## src/rtl/subtree_status_collector.sv

```systemverilog
// Gathers status words from child nodes round-robin and streams them,
// tagged with their source index, to the parent through a small FWFT FIFO.
module subtree_status_collector #(
  parameter  int N_CHILD    = 5,
  parameter  int DATA_W     = 8,
  parameter  int FIFO_DEPTH = 4,
  localparam int SRC_W      = $clog2(N_CHILD),
  localparam int CNT_W      = $clog2(FIFO_DEPTH) + 1
) (
  input  logic                      clk,
  input  logic                      rst,
  input  logic [N_CHILD-1:0]        child_valid,
  input  logic [N_CHILD*DATA_W-1:0] child_data,
  output logic [N_CHILD-1:0]        child_ready,
  output logic                      up_valid,
  output logic [DATA_W-1:0]         up_data,
  output logic [SRC_W-1:0]          up_src,
  input  logic                      up_ready,
  output logic [CNT_W-1:0]          fifo_count,
  output logic                      drop_seen
);

  localparam int PTR_W = $clog2(FIFO_DEPTH);
  localparam int ENT_W = SRC_W + DATA_W;

  logic [SRC_W-1:0]   rr_ptr;
  logic [SRC_W-1:0]   grant_idx;
  logic               grant_any;
  logic               full;
  logic               push;
  logic               pop;
  logic [DATA_W-1:0]  grant_data;
  logic [ENT_W-1:0]   mem [FIFO_DEPTH];
  logic [ENT_W-1:0]   head;
  logic [PTR_W-1:0]   wr_ptr;
  logic [PTR_W-1:0]   rd_ptr;
  logic [N_CHILD-1:0] pending_q;

  // Scan children starting at rr_ptr, wrapping at N_CHILD.
  always_comb begin : arb
    int j;
    logic [SRC_W-1:0] idx;
    grant_any = 1'b0;
    grant_idx = '0;
    j         = 0;
    idx       = '0;
    for (int k = 0; k < N_CHILD; k++) begin
      j = int'(rr_ptr) + k;
      if (j >= N_CHILD) j = j - N_CHILD;
      idx = SRC_W'(j);
      if (!grant_any && child_valid[idx]) begin
        grant_any = 1'b1;
        grant_idx = idx;
      end
    end
  end

  assign full       = (fifo_count == CNT_W'(FIFO_DEPTH));
  assign push       = grant_any && !full;
  assign up_valid   = (fifo_count != '0);
  assign pop        = up_valid && up_ready;
  assign grant_data = child_data[grant_idx*DATA_W +: DATA_W];

  always_comb begin
    child_ready = '0;
    if (push) child_ready[grant_idx] = 1'b1;
  end

  assign head    = mem[rd_ptr];
  assign up_data = up_valid ? head[DATA_W-1:0] : '0;
  assign up_src  = up_valid ? head[DATA_W +: SRC_W] : '0;

  always_ff @(posedge clk) begin
    if (push && !rst) mem[wr_ptr] <= {grant_idx, grant_data};
  end

  always_ff @(posedge clk) begin
    if (rst) begin
      rr_ptr     <= '0;
      wr_ptr     <= '0;
      rd_ptr     <= '0;
      fifo_count <= '0;
      pending_q  <= '0;
      drop_seen  <= 1'b0;
    end else begin
      if (push) begin
        wr_ptr <= wr_ptr + 1'b1;
        if (grant_idx == SRC_W'(N_CHILD - 1)) rr_ptr <= '0;
        else rr_ptr <= grant_idx + 1'b1;
      end
      if (pop) rd_ptr <= rd_ptr + 1'b1;
      if (push && !pop) fifo_count <= fifo_count + 1'b1;
      else if (pop && !push) fifo_count <= fifo_count - 1'b1;
      // A child waiting without acceptance must keep valid high.
      pending_q <= child_valid & ~child_ready;
      if (|(pending_q & ~child_valid)) drop_seen <= 1'b1;
    end
  end

endmodule

```

## config.mk

```make
export PLATFORM = sky130hd
export DESIGN_NAME = subtree_status_collector
export DESIGN_NICKNAME = d
export VERILOG_FILES = /design/src/rtl/subtree_status_collector.sv
export SDC_FILE = /design/constraint.sdc
export NUM_CORES = 1
export LEC_CHECK = 0
export CAP_MARGIN = 20
export CORE_MARGIN = 2
export CORE_UTILIZATION = 54
export DETAILED_ROUTE_END_ITERATION = 8
export PLACE_DENSITY = 0.81
export SKIP_LAST_GASP = 1
export SLEW_MARGIN = 30
export SYNTH_ARGS = -nofsm -noshare
export SYNTH_HDL_FRONTEND = slang
export SYNTH_SLANG_ARGS = --single-unit
export TNS_END_PERCENT = 5
```

## constraint.sdc

```tcl
create_clock -name clk -period 5 [get_ports clk]
set_input_delay 1 -clock clk [delete_from_list [all_inputs] [get_ports clk]]
set_output_delay 1 -clock clk [all_outputs]
set_load 0.02 [all_outputs]
```

==> flow_summary.ini, run 1 <==
[critical_path]
r2r_cells = 12
regToRegEndpoint = mem[2][1]$_DFFE_PP_
critPathLaunchType = input pin
crit_arrival_ns = 3.87
r2r_slack_ns = 0.65
worstSetupPathType = input pin to output pin
cp-endpoint = child_ready[3]
cp-startpoint = child_valid[3]
required_ns = 4.00
cp_max_fo = 4
crit_path_end_kind = output pin
reg2reg_from = rr_ptr[1]$_SDFFE_PP0P_

[synth]
netlist_instances = 363
yosys-top-cells-area = edfxtp_1, dfxtp_1, mux4_2
syn_area_per_cell_um2 = 10.9
ys_ff_latch = 62
yosys.cell_types.count = 62
async_flop_share_pct = 0
yosys_warnings = 0
synth_top_area_cell = edfxtp_1
synth-seq-area-share_pct = 42.6
syn-cell-area_um2 = 3950
synth_top_area_share_pct = 33.4
synth-edff-count = 44
ys.flop_type = edfxtp_1
syn-num-nets = 428

[cts]
cts_setup_buffers = 0
cts.sinks = 62
clk_transition_reported_paths_ns = 0.06
cts-root-buf = clkbuf_8
cts_buffers = 9
cts-hold-fix-buffers = 0
cts_tree = done
cts_htree_levels = 3
clk_latency_ns = 0.35
clk_path_buf_depth = 2

[grt]
grt.total_usage_pct = 27.1
antenna_found_initial = 0
gr-total-overflow = 0
grt_max_degree = 31
grt_pass1_wl_um = 16000
grt_pass1_vias = 3294

[drt]
ant_nets = 0
drt_first_pass_iters = 4
drt_iter0_markers = 190
wire_per_inst_um = 17.8
via_count = 3347
drc = 0
wl_um = 10400
avgViaCountPerCell = 5.76

[placement]
gp_congestion = 0.978
hpwl_um = 7870
post_dp_cell_area_um2 = 5100
numPortBuffers = 68

[sta]
tns_ns = 0
timing.final.crit_share_pct = 97.5
layout_min_cycle_time_ns = 4.87
hold_viol_final = 0
slew_violations = 0
maxSlewHeadroom_pct = 48.5
skew_ns = 0.0205
worst_slew_pin_slew_ns = 0.770
fmax_ghz = 0.205
setup_viol = 0
rsz0062_at_grt = true

[die]
core_um2 = 7180
dieArea_um2 = 8020
row_count = 31
die_h_um = 89.5
die_w_um = 89.5
ios = 69
initial_core_util_pct = 55.1

[layout]
diodes = 0
post-route-util_pct = 74.1
fin_nets = 542
multi_input_area_um2 = 2150
design_area_um2 = 5320
fill_cells = 513
area_growth_syn_to_layout_pct = 34.5
seqCellArea_um2 = 1680
layout-drive-gt1-share_pct = 23.2

[flow_run]
maxCapViolCount = 0

[outcome]
status = finished, final reports clean

[min_path]
hold_class = flop to flop
cell usage after synthesis (all sizes together), types with 2 or more instances:
library cell and instances:
fa 2, a31oi 5, edfxtp 44, nor2 31, mux2 9, nor3 9, nand3 3, nand2b 8
and3 3, inv 17, or3 6, o211ai 4, a211o 6, a22oi 3, nand2 15, and4 2
buf 10, a311o 2, dfxtp 18, a221o 8, mux2i 16, o22ai 3, clkbuf 13, and2 21
xnor2 4, nor3b 3, nor2b 6, a21o 4, xor2 5, or2 2, a21oi 16, nor4 3
ha 15, a211oi 6, o311ai 3, o21ai 7, mux4 15
worst min path at each step:
| stage | cells past startpoint | end | slack [ns] | startpoint |
|---|---|---|---|---|
| floorplan | 2 | drop_seen$_SDFFE_PP0P_ | 0.48 | pending_q[3]$_SDFF_PP0_ |
| global placement | 2 | drop_seen$_SDFFE_PP0P_ | 0.50 | pending_q[3]$_SDFF_PP0_ |
| detailed placement | 2 | drop_seen$_SDFFE_PP0P_ | 0.51 | pending_q[3]$_SDFF_PP0_ |
| CTS | 2 | drop_seen$_SDFFE_PP0P_ | 0.52 | pending_q[3]$_SDFF_PP0_ |
| global route | 2 | drop_seen$_SDFFE_PP0P_ | 0.55 | pending_q[3]$_SDFF_PP0_ |
| finish | 2 | drop_seen$_SDFFE_PP0P_ | 0.52 | pending_q[3]$_SDFF_PP0_ |
metal layers:
metal	share of wire, %	global-route usage [%]	vias up
met1	40	32.3	1625
met2	53	48.1	96
met3	3.6	4.71	26
met5	0	0	-
met4	3.2	11.4	0
li1	-	-	1600
metrics by stage:
| stage | hold WS [ns] | worst slack [ns] | instances |
|---|---|---|---|
| global placement | 0.500 | -0.230 | 565 |
| CTS | 0.520 | -0.0376 | 581 |
| detailed placement | 0.507 | -0.311 | 565 |
| global route | 0.550 | -0.0732 | 581 |
| finish | 0.515 | 0.126 | 581 |
| floorplan | 0.477 | 0.243 | 363 |
what timing repair did:
item / 4_1_cts / 5_1_grt
setup endpoints to repair: 5 / 5
gates resized for setup: 9 / 16
pin swaps: 0 / 0
final cells by class:
cell class	instances	share of cell area, %
well taps	99	2.33
clock inverters	4	0.871
inverters	17	1.20
flip-flops and latches	62	31.6
clock buffers	12	2.92
multi-input cells	261	40.5
repair buffers	126	20.6
cell usage in the layout (no fill, tap or decap), types with 3 or more instances in the layout:
| cell | synthesis | final |
|---|---|---|
| clkdlybuf4s50_1 | 0 | 63 |
| buf_4 | 2 | 57 |
| edfxtp_1 | 44 | 44 |
| nor2_1 | 31 | 31 |
| and2_1 | 20 | 20 |
| dfxtp_1 | 18 | 18 |
| inv_1 | 17 | 17 |
| mux2i_1 | 16 | 16 |
| mux4_2 | 15 | 15 |
| a21oi_1 | 15 | 15 |
| nand2_1 | 15 | 15 |
| ha_1 | 15 | 15 |
| clkbuf_8 | 0 | 11 |
| nand2b_1 | 8 | 8 |
| mux2_2 | 8 | 8 |
| a221o_1 | 8 | 8 |
| nor2b_1 | 6 | 6 |
| a211o_1 | 6 | 6 |
| a211oi_1 | 6 | 6 |
| or3_1 | 6 | 6 |
| o21ai_0 | 6 | 6 |
| nor3_1 | 8 | 6 |
| xor2_1 | 5 | 5 |
| clkbuf_2 | 0 | 5 |
| a21o_1 | 4 | 4 |
| o211ai_1 | 4 | 4 |
| a31oi_1 | 5 | 4 |
| nand3_1 | 3 | 3 |
| o22ai_1 | 3 | 3 |
| and3_1 | 3 | 3 |
| xnor2_1 | 4 | 3 |
| nor3_2 | 1 | 3 |
worst max-delay path: stages:
cell             delay (ns)
clkdlybuf4s50_1        0.47
mux4_2                 0.48
mux2_2                 0.28
nand2_1                0.09
nand2_1                0.07
a21o_1                 0.17
or4_1                  0.57
a31oi_4                0.25
nand2_1                0.11
nor2_1                 0.17
clkbuf_2               0.20
flip-flops by register name, summed over array words and instances, names as in the netlist, named ones only:
register,flops
pending_q,5
rr_ptr,3
drop_seen,1
mem,44
wr_ptr,2
fifo_count,3
rd_ptr,2
kinds of logic after synthesis:
family	share of synthesized area, %
AO/OA/AOI/OAI	14.7
XOR/XNOR	1.99
adder cells (fa/ha/maj)	5.76
buffers and inverters	4.18
flip-flops	42.6
multiplexers	15.2
AND/OR/NAND/NOR	15.7
Power of run 1 is not shown: default switching activity piles up to over one toggle a cycle in this logic, so the estimate is an artifact.
==> run 2, diff against run 1 <==
--- a/config.mk
+++ b/config.mk
@@ -5,6 +5,7 @@
 export SDC_FILE = /design/constraint.sdc
 export NUM_CORES = 1
 export LEC_CHECK = 0
+export ABC_AREA = 0
 export CAP_MARGIN = 20
 export CORE_MARGIN = 2
 export CORE_UTILIZATION = 54
==> results of run 2 <==
The final DEF is identical to that of run 1; final timing and power are the same.
Power of run 2 is left out for the same reason.
==> run 3, diff against run 2 <==
--- a/config.mk
+++ b/config.mk
@@ -7,8 +7,9 @@
 export LEC_CHECK = 0
 export ABC_AREA = 0
 export CAP_MARGIN = 20
-export CORE_MARGIN = 2
+export CORE_MARGIN = 8
 export CORE_UTILIZATION = 54
+export CTS_CLUSTER_DIAMETER = 50
 export DETAILED_ROUTE_END_ITERATION = 8
 export PLACE_DENSITY = 0.81
 export SKIP_LAST_GASP = 1
==> run 3 against run 2 <==
The flow now finishes with violations (negative setup slack). Sequential share of layout area up 0.35 points. Critical path depth up 2. Fmax down 4.6%. Largest cell class unchanged. Clock skew down 0.0044 ns.
==> flow_summary.ini, run 3 (synthesized netlist as in run 1, its figures left out) <==
[layout]
fin_nets = 532
mostFrequentLayoutCell = clkdlybuf4s50_1
diodes = 0
fill_cells = 509
area_growth_syn_to_layout_pct = 33.1
top_register = mem
final_cell_mix = clkdlybuf4s50_1, buf_4, edfxtp_1, nor2_1, and2_1
post-route-util_pct = 73.3
layout-drive-gt1-share_pct = 19.9
reg_top3 = mem: 44 flops, pending_q: 5 flops
largest_reg_flops = 44

[min_path]
hold_class = flop to flop

[critical_path]
critPathLaunchType = flop
required_ns = 4.00
reg2reg_from = rr_ptr[0]$_SDFFE_PP0P_
crit_path_end_kind = output pin
cp-endpoint = child_ready[0]
cp_max_fo = 10
r2r_cells = 14
worstSetupPathType = flop to output pin
cp-startpoint = rr_ptr[0]$_SDFFE_PP0P_
regToRegEndpoint = mem[2][2]$_DFFE_PP_
crit_arrival_ns = 4.11
r2r_slack_ns = 0.57

[cts]
cts_setup_buffers = 0
cts-root-buf = clkbuf_8
cts_tree = done
cts_buffers = 9
clk_latency_ns = 0.33
clk_path_buf_depth = 2
cts.sinks = 62
clk_transition_reported_paths_ns = 0.06
cts_htree_levels = 3

[placement]
numPortBuffers = 68
hpwl_um = 8390
gp_congestion = 0.969

[sta]
slew_violations = 0
hold_viol_final = 0
maxSlewHeadroom_pct = 47.5
rsz0062_at_grt = true
skew_ns = 0.0161
layout_setup_ws_ns = -0.111
layout_min_cycle_time_ns = 5.11
worst_slew_pin_slew_ns = 0.787
fmax_ghz = 0.196
timing.final.crit_share_pct = 102
setup_viol = 4

[drt]
avgViaCountPerCell = 5.86
wire_per_inst_um = 19.6
via_count = 3348
drt_first_pass_iters = 4
drc = 0
drt_iter0_markers = 140
ant_nets = 0
wl_um = 11200

[outcome]
status = complete, but fails checks
violations = negative setup slack

[die]
dieArea_um2 = 10300
row_count = 31
initial_core_util_pct = 55.1
core_um2 = 7180
die_w_um = 102
die_h_um = 102
ios = 69

[grt]
gr-total-overflow = 0
grt.total_usage_pct = 22.5
grt_max_degree = 31
grt_pass1_wl_um = 17700
grt_pass1_vias = 3425
antenna_found_initial = 0

[flow_run]
maxCapViolCount = 0
==> run 3: layout make-up <==
| class | instances | area, um^2 | area share, % |
|---|---|---|---|
| Inverter | 17 | 63.8 | 1.21 |
| Sequential cell | 62 | 1680 | 32.0 |
| Timing Repair Buffer | 116 | 1040 | 19.8 |
| Tap cell | 99 | 124 | 2.36 |
| Multi-Input combinational cell | 261 | 2120 | 40.3 |
| Clock inverter | 4 | 70.1 | 1.33 |
| Clock buffer | 12 | 155 | 2.95 |
==> run 3: routing by layer <==
| layer | GRT usage, % | part of all wire, % | vias up | wire length (um) |
|---|---|---|---|---|
| met5 | 0 | 0 | - | 0 |
| met4 | 8.93 | 2.4 | 0 | 272 |
| met3 | 3.78 | 4.1 | 22 | 464 |
| met2 | 42.2 | 56 | 116 | 6260 |
| met1 | 24.3 | 38 | 1618 | 4220 |
| li1 | - | - | 1592 | - |
==> run 3: worst min path at each step <==
stage / start / endpoint / slack, ns / cells after the start
after floorplan: pending_q[3]$_SDFF_PP0_ / drop_seen$_SDFFE_PP0P_ / 0.48 / 2
after global placement: pending_q[3]$_SDFF_PP0_ / drop_seen$_SDFFE_PP0P_ / 0.49 / 2
after detailed placement: pending_q[3]$_SDFF_PP0_ / drop_seen$_SDFFE_PP0P_ / 0.51 / 2
after CTS: pending_q[3]$_SDFF_PP0_ / drop_seen$_SDFFE_PP0P_ / 0.52 / 2
after global routing: pending_q[3]$_SDFF_PP0_ / drop_seen$_SDFFE_PP0P_ / 0.56 / 2
final: pending_q[3]$_SDFF_PP0_ / drop_seen$_SDFFE_PP0P_ / 0.52 / 2
==> run 3: metrics by stage <==
stage | instances | hold WS, ns | instance area (um^2) | TNS (ns) | setup slack (ns)
floorplan | 363 | 0.477 | 3950 | 0 | 0.243
global route | 571 | 0.555 | 5260 | -1.03 | -0.305
finish | 571 | 0.524 | 5260 | -0.250 | -0.111
global placement | 555 | 0.492 | 5020 | -0.904 | -0.222
CTS | 571 | 0.522 | 5260 | -0.240 | -0.109
detailed placement | 555 | 0.505 | 5020 | -1.36 | -0.315
==> run 3: worst max-delay path, stage by stage, from the launching register on <==
cell	delay, ns
dfxtp_1	0.33
inv_1	0.18
ha_1	0.20
inv_1	0.05
fa_1	0.51
or3_1	0.42
and3_1	0.21
a22o_1	0.23
o32ai_1	0.30
o2bb2a_1	0.26
a211o_1	0.26
and2_1	0.21
nor3_1	0.25
dlygate4sd2_1	0.37
==> run 3: what timing repair did <==
action                                 CTS  global route
gates resized for setup                  7             2
setup endpoints to repair                5             5
pin swaps                                0             0
hold buffers                             0             0
endpoints found under the hold margin    0             0
Power of run 3 is left out for the same reason.
